<file path="config.mk">
export PLATFORM = sky130hd
export DESIGN_NAME = updown_counter_thold
export DESIGN_NICKNAME = d
export VERILOG_FILES = /design/src/rtl/updown_counter_thold.sv
export SDC_FILE = /design/constraint.sdc
export NUM_CORES = 1
export LEC_CHECK = 0
export CAP_MARGIN = 40
export CORE_AREA = 8 8 45 47
export DETAILED_ROUTE_END_ITERATION = 12
export DIE_AREA = 0 0 53 55
export GPL_TIMING_DRIVEN = 0
export PLACE_DENSITY = 0.71
export SLEW_MARGIN = 0
export SYNTH_ARGS = -nofsm -noshare
export SYNTH_HDL_FRONTEND = slang
export SYNTH_SLANG_ARGS = --single-unit
export TNS_END_PERCENT = 1
</file>
<file path="constraint.sdc">
create_clock -name i_clk -period 3.5 [get_ports i_clk]
set_input_delay 0.7 -clock i_clk [delete_from_list [all_inputs] [get_ports i_clk]]
set_output_delay 0.7 -clock i_clk [all_outputs]
set_load 0.02 [all_outputs]
</file>
<file path="src/rtl/updown_counter_thold.sv">
// ---------------------------------------------------------------------------
// updown_counter_thold
// Synchronous modulo-MODULUS up/down counter built from toggle cells with
// hold, parallel load and an illegal-load flag. All state updates happen on
// the falling edge of i_clk; i_clear is an asynchronous active-high reset.
//
// Build option:
//   UPDOWN_SATURATE_EN  defined   -> counting saturates at 0 / MODULUS-1
//                       undefined -> counting wraps modulo MODULUS (default)
//
// Cascading: o_tc of a stage drives i_nhold of the next, more significant
// stage, so the upper stage advances exactly on the lower stage's wrap.
// ---------------------------------------------------------------------------
module updown_counter_thold #(
  parameter int WIDTH   = 4,
  parameter int MODULUS = 10
) (
  input  logic             i_clk,
  input  logic             i_clear,
  input  logic             i_nhold,
  input  logic             i_load,
  input  logic [WIDTH-1:0] i_d,
  input  logic             i_up,
  output logic [WIDTH-1:0] o_q,
  output logic [WIDTH-1:0] o_nq,
  output logic             o_tc,
  output logic             o_err
);

  // Largest legal count value, and the modulus widened by one bit so that
  // MODULUS == 2**WIDTH still compares correctly against a WIDTH-bit load.
  localparam logic [WIDTH-1:0] MAX_Q   = WIDTH'(MODULUS - 1);
  localparam logic [WIDTH:0]   MOD_EXT = (WIDTH + 1)'(MODULUS);

  logic [WIDTH-1:0] r_q;
  logic             r_err;

  logic             w_at_max;
  logic             w_at_zero;
  logic             w_d_legal;
  logic [WIDTH-1:0] w_inc_mask;
  logic [WIDTH-1:0] w_dec_mask;
  logic [WIDTH-1:0] w_up_mask;
  logic [WIDTH-1:0] w_dn_mask;
  logic [WIDTH-1:0] w_load_val;
  logic [WIDTH-1:0] w_toggle;

  assign w_at_max  = (r_q == MAX_Q);
  assign w_at_zero = (r_q == '0);
  assign w_d_legal = ({1'b0, i_d} < MOD_EXT);

  // Toggle masks for an ordinary binary step: the bits that differ between
  // Q and Q+1 (or Q-1). Only used away from the range limits.
  assign w_inc_mask = r_q ^ (r_q + WIDTH'(1));
  assign w_dec_mask = r_q ^ (r_q - WIDTH'(1));

  // Limit handling is an explicit mask rather than binary overflow so that a
  // modulus below 2**WIDTH wraps at MODULUS-1 instead of at all-ones.
  // Wrap up: toggling every set bit of MAX_Q lands on 0.
  // Wrap down: toggling the bits of MAX_Q from 0 lands on MAX_Q.
  always_comb begin
    w_up_mask = w_inc_mask;
    w_dn_mask = w_dec_mask;
`ifdef UPDOWN_SATURATE_EN
    if (w_at_max)  w_up_mask = '0;
    if (w_at_zero) w_dn_mask = '0;
`else
    if (w_at_max)  w_up_mask = r_q;
    if (w_at_zero) w_dn_mask = MAX_Q;
`endif
  end

  // An out-of-range load is trapped to 0 so Q never leaves 0..MODULUS-1.
  assign w_load_val = w_d_legal ? i_d : '0;

  // Per-bit toggle terms with priority load > hold > count.
  always_comb begin
    w_toggle = '0;
    if (i_load) begin
      w_toggle = r_q ^ w_load_val;
    end else if (i_nhold) begin
      w_toggle = i_up ? w_up_mask : w_dn_mask;
    end
  end

  // Toggle cells: each bit flips on the falling edge when its term is set.
  always_ff @(negedge i_clk or posedge i_clear) begin
    if (i_clear) begin
      r_q <= '0;
    end else begin
      for (int i = 0; i < WIDTH; i++) begin
        if (w_toggle[i]) r_q[i] <= ~r_q[i];
      end
    end
  end

  // Illegal-load flag: only a load touches it; holds through counting.
  always_ff @(negedge i_clk or posedge i_clear) begin
    if (i_clear) begin
      r_err <= 1'b0;
    end else if (i_load) begin
      r_err <= ~w_d_legal;
    end
  end

  assign o_q   = r_q;
  assign o_nq  = ~r_q;
  assign o_err = r_err;
  assign o_tc  = i_nhold & ~i_load & (i_up ? w_at_max : w_at_zero);

endmodule

</file>
==> results.yml <==
run_status:
  status: "finished, violations left"
  violations: "setup timing"
clock_network:
  clock_path_buffers: 2
  clockRootBuffer: "clkbuf_4"
  cts.sinks: 5
  numCtsBuffers: 3
  clk_pin_slew_ns: 0.04
  clk_latency_ns: 0.25
  cts_tree: "built"
  h-tree-depth: 1
  postCtsHoldBufs: 0
setup_path:
  path_class: "flop to output pin"
  reg2reg_from: "o_q[0]"
  r2r_slack_ns: 1.75
  regToRegEndpoint: "o_q[2]"
  startpoint_type: "flop"
  r2r_cells: 7
  crit_arrival_ns: 3.19
  cp_max_fo: 4
  cp.required_ns: 2.80
  end_kind: "output pin"
power_and_ir_drop:
  total_power_uw: 279
  p_per_area_mw_per_mm2: 381
  p_leak_uw: 0.000348
  peakVddDrop_mv: 0.253
detailed_routing:
  drcViolationCount: 0
  wl_um: 1270
  wire_per_inst_um: 13.5
  ant_nets: 0
  via_per_inst: 5.01
  drtIter0Drc: 5
  dr.pass1.iters: 4
  vias: 471
die:
  rows: 14
  ios: 19
  core_mm2: 0.00138
  die_w_um: 53
  dieArea_mm2: 0.00292
  initial_utilization: 0.331
  die_h_um: 55
cells_and_area:
  syn2layout_area_growth_pct: 60.1
  n_antenna_cell: 0
  final_cell_mix: "buf_4, o21ai_0, nand2_1, clkdlybuf4s50_1, dfrtn_1"
  drive_above_1_share: 0.436
  layout_commonest_cell: "buf_4"
  nets: 91
placement:
  pre_cts_ws_ns: -0.700
  dp_hpwl_um: 931
  io_buffers: 17
  place.gp.congestion: 0.726
hold_path:
  hp-class: "flop to flop"
  whs_path_depth: 2
  hold_path_startpoint: "o_err"
  min_to: "o_err"
grt:
  grt_use_total: 0.0921
  antenna_found_initial: 0
  grt_pass1_wl_um: 2080
  grt_max_degree: 11
  overflow: 0
  grt_pass1_vias: 495
sta:
  skew_ns: 0.00138
  relSlewSlack: 0.810
  slew_violations: 0
  hold_ws_ns: 0.484
  rsz0062_at_grt: "true"
  layout_setup_ws_ns: -0.389
  worst_slew_pin_slew_ns: 0.282
  setup_viol: 4
  fin_setup_tns_ns: -0.730
  hold_violations: 0
logic_synthesis:
  avgSynthCellArea_um2: 8.98
  syn-num-nets: 63
  synthTopCellsByArea: "dfrtn_1, ha_1, o21ai_0"
  syn_inst: 51
  yosysWarnings: 0
  synth_top_area_frac: 0.273
  ys_ff_latch: 5
  yosysUniqueCellTypes: 27
  syn-cell-area_um2: 458
  synth_top_cell_by_area: "dfrtn_1"
  yosysSeqAreaShare: 0.273
run:
  drv_cap: 0
## state kept, by name, indices dropped and copies added (netlist names)
name   count
o_err      1
o_q        4
## worst max-delay path, cell delays in order, from the launching register on
cell,delay (ns)
dfrtn_1,0.49
inv_2,0.07
ha_4,0.16
nor2b_4,0.13
a2bb2oi_2,0.16
nor3_4,0.05
buf_6,0.13
## cells by family (layout without fill, tap and decap cells)
kind of cell | count (synthesis) | in the layout | synth area share
compound gates | 16 | 16 | 0.265
simple gates | 15 | 15 | 0.197
buf+inv | 8 | 35 | 0.0820
flops | 5 | 5 | 0.273
mux | 4 | 4 | 0.101
fa+ha+maj | 3 | 3 | 0.0820
## metal layers
metal / part of all wire / global-route usage / up-vias
met3: 0.070 / 0.0160 / 0
li1: - / - / 233
met5: 0 / 0 / -
met1: 0.47 / 0.110 / 217
met4: 0 / 0.0388 / 0
met2: 0.46 / 0.158 / 21
## how the worst max path moves through the flow
stage / from / endpoint / slack [ns] / cells past startpoint
5_1_grt: o_q[0] / o_tc / -0.47 / 5
3_3_place_gp: o_q[0] / o_tc / -0.70 / 5
4_1_cts: o_q[0] / o_tc / -0.39 / 6
3_5_place_dp: o_q[0] / o_tc / -0.70 / 5
6_report: o_q[0] / o_tc / -0.39 / 6
2_1_floorplan: o_q[0] / o_tc / -0.28 / 5
## final cells by class
class / count / area (µm²)
multi-input combinational: 38 / 333
buffer: 1 / 11.3
inverter: 7 / 26.3
clock buffer: 4 / 26.3
fill: 148 / 651
tap: 16 / 20.0
sequential: 5 / 125
timing repair buffer: 23 / 191
## through the flow
| step | util | instance area (µm²) | cells |
|---|---|---|---|
| finish | 0.530 | 733 | 94 |
| global route | 0.530 | 733 | 94 |
| CTS | 0.537 | 743 | 94 |
| detailed placement | 0.494 | 683 | 84 |
| global placement | 0.494 | 683 | 84 |
| floorplan | - | 493 | 51 |
## report_power, final
part	switching, µW	internal, µW	leakage, µW
sequential	10.5	66.9	0.0000631
combinational	69.6	64.0	0.000270
clock	24.8	43.2	0.0000150
## what timing repair did
action / CTS / global route
buffers inserted: 6 / 0
endpoints found under the hold margin: 0 / 0
pin swaps: 3 / 2
gates cloned: 0 / 0
setup endpoints to repair: 14 / 7
resized for setup: 39 / 3
## cells in the mapped netlist
cell	instances
a21oi_1	2
o21ai_2	1
inv_1	7
nor2_1	1
o32a_1	1
nand2b_4	1
mux2i_1	2
o22ai_1	1
nand2_1	5
dfrtn_1	5
a31oi_4	1
nand2b_1	1
a2bb2oi_1	1
ha_1	3
a22o_1	1
nor3_1	1
a31oi_1	1
buf_6	1
or2_2	1
nor2b_2	1
nand3_1	1
nand3b_1	2
and3_2	1
mux2_2	1
o21ai_0	6
mux2_4	1
a41o_2	1
Power figures use the tool's default switching activity.
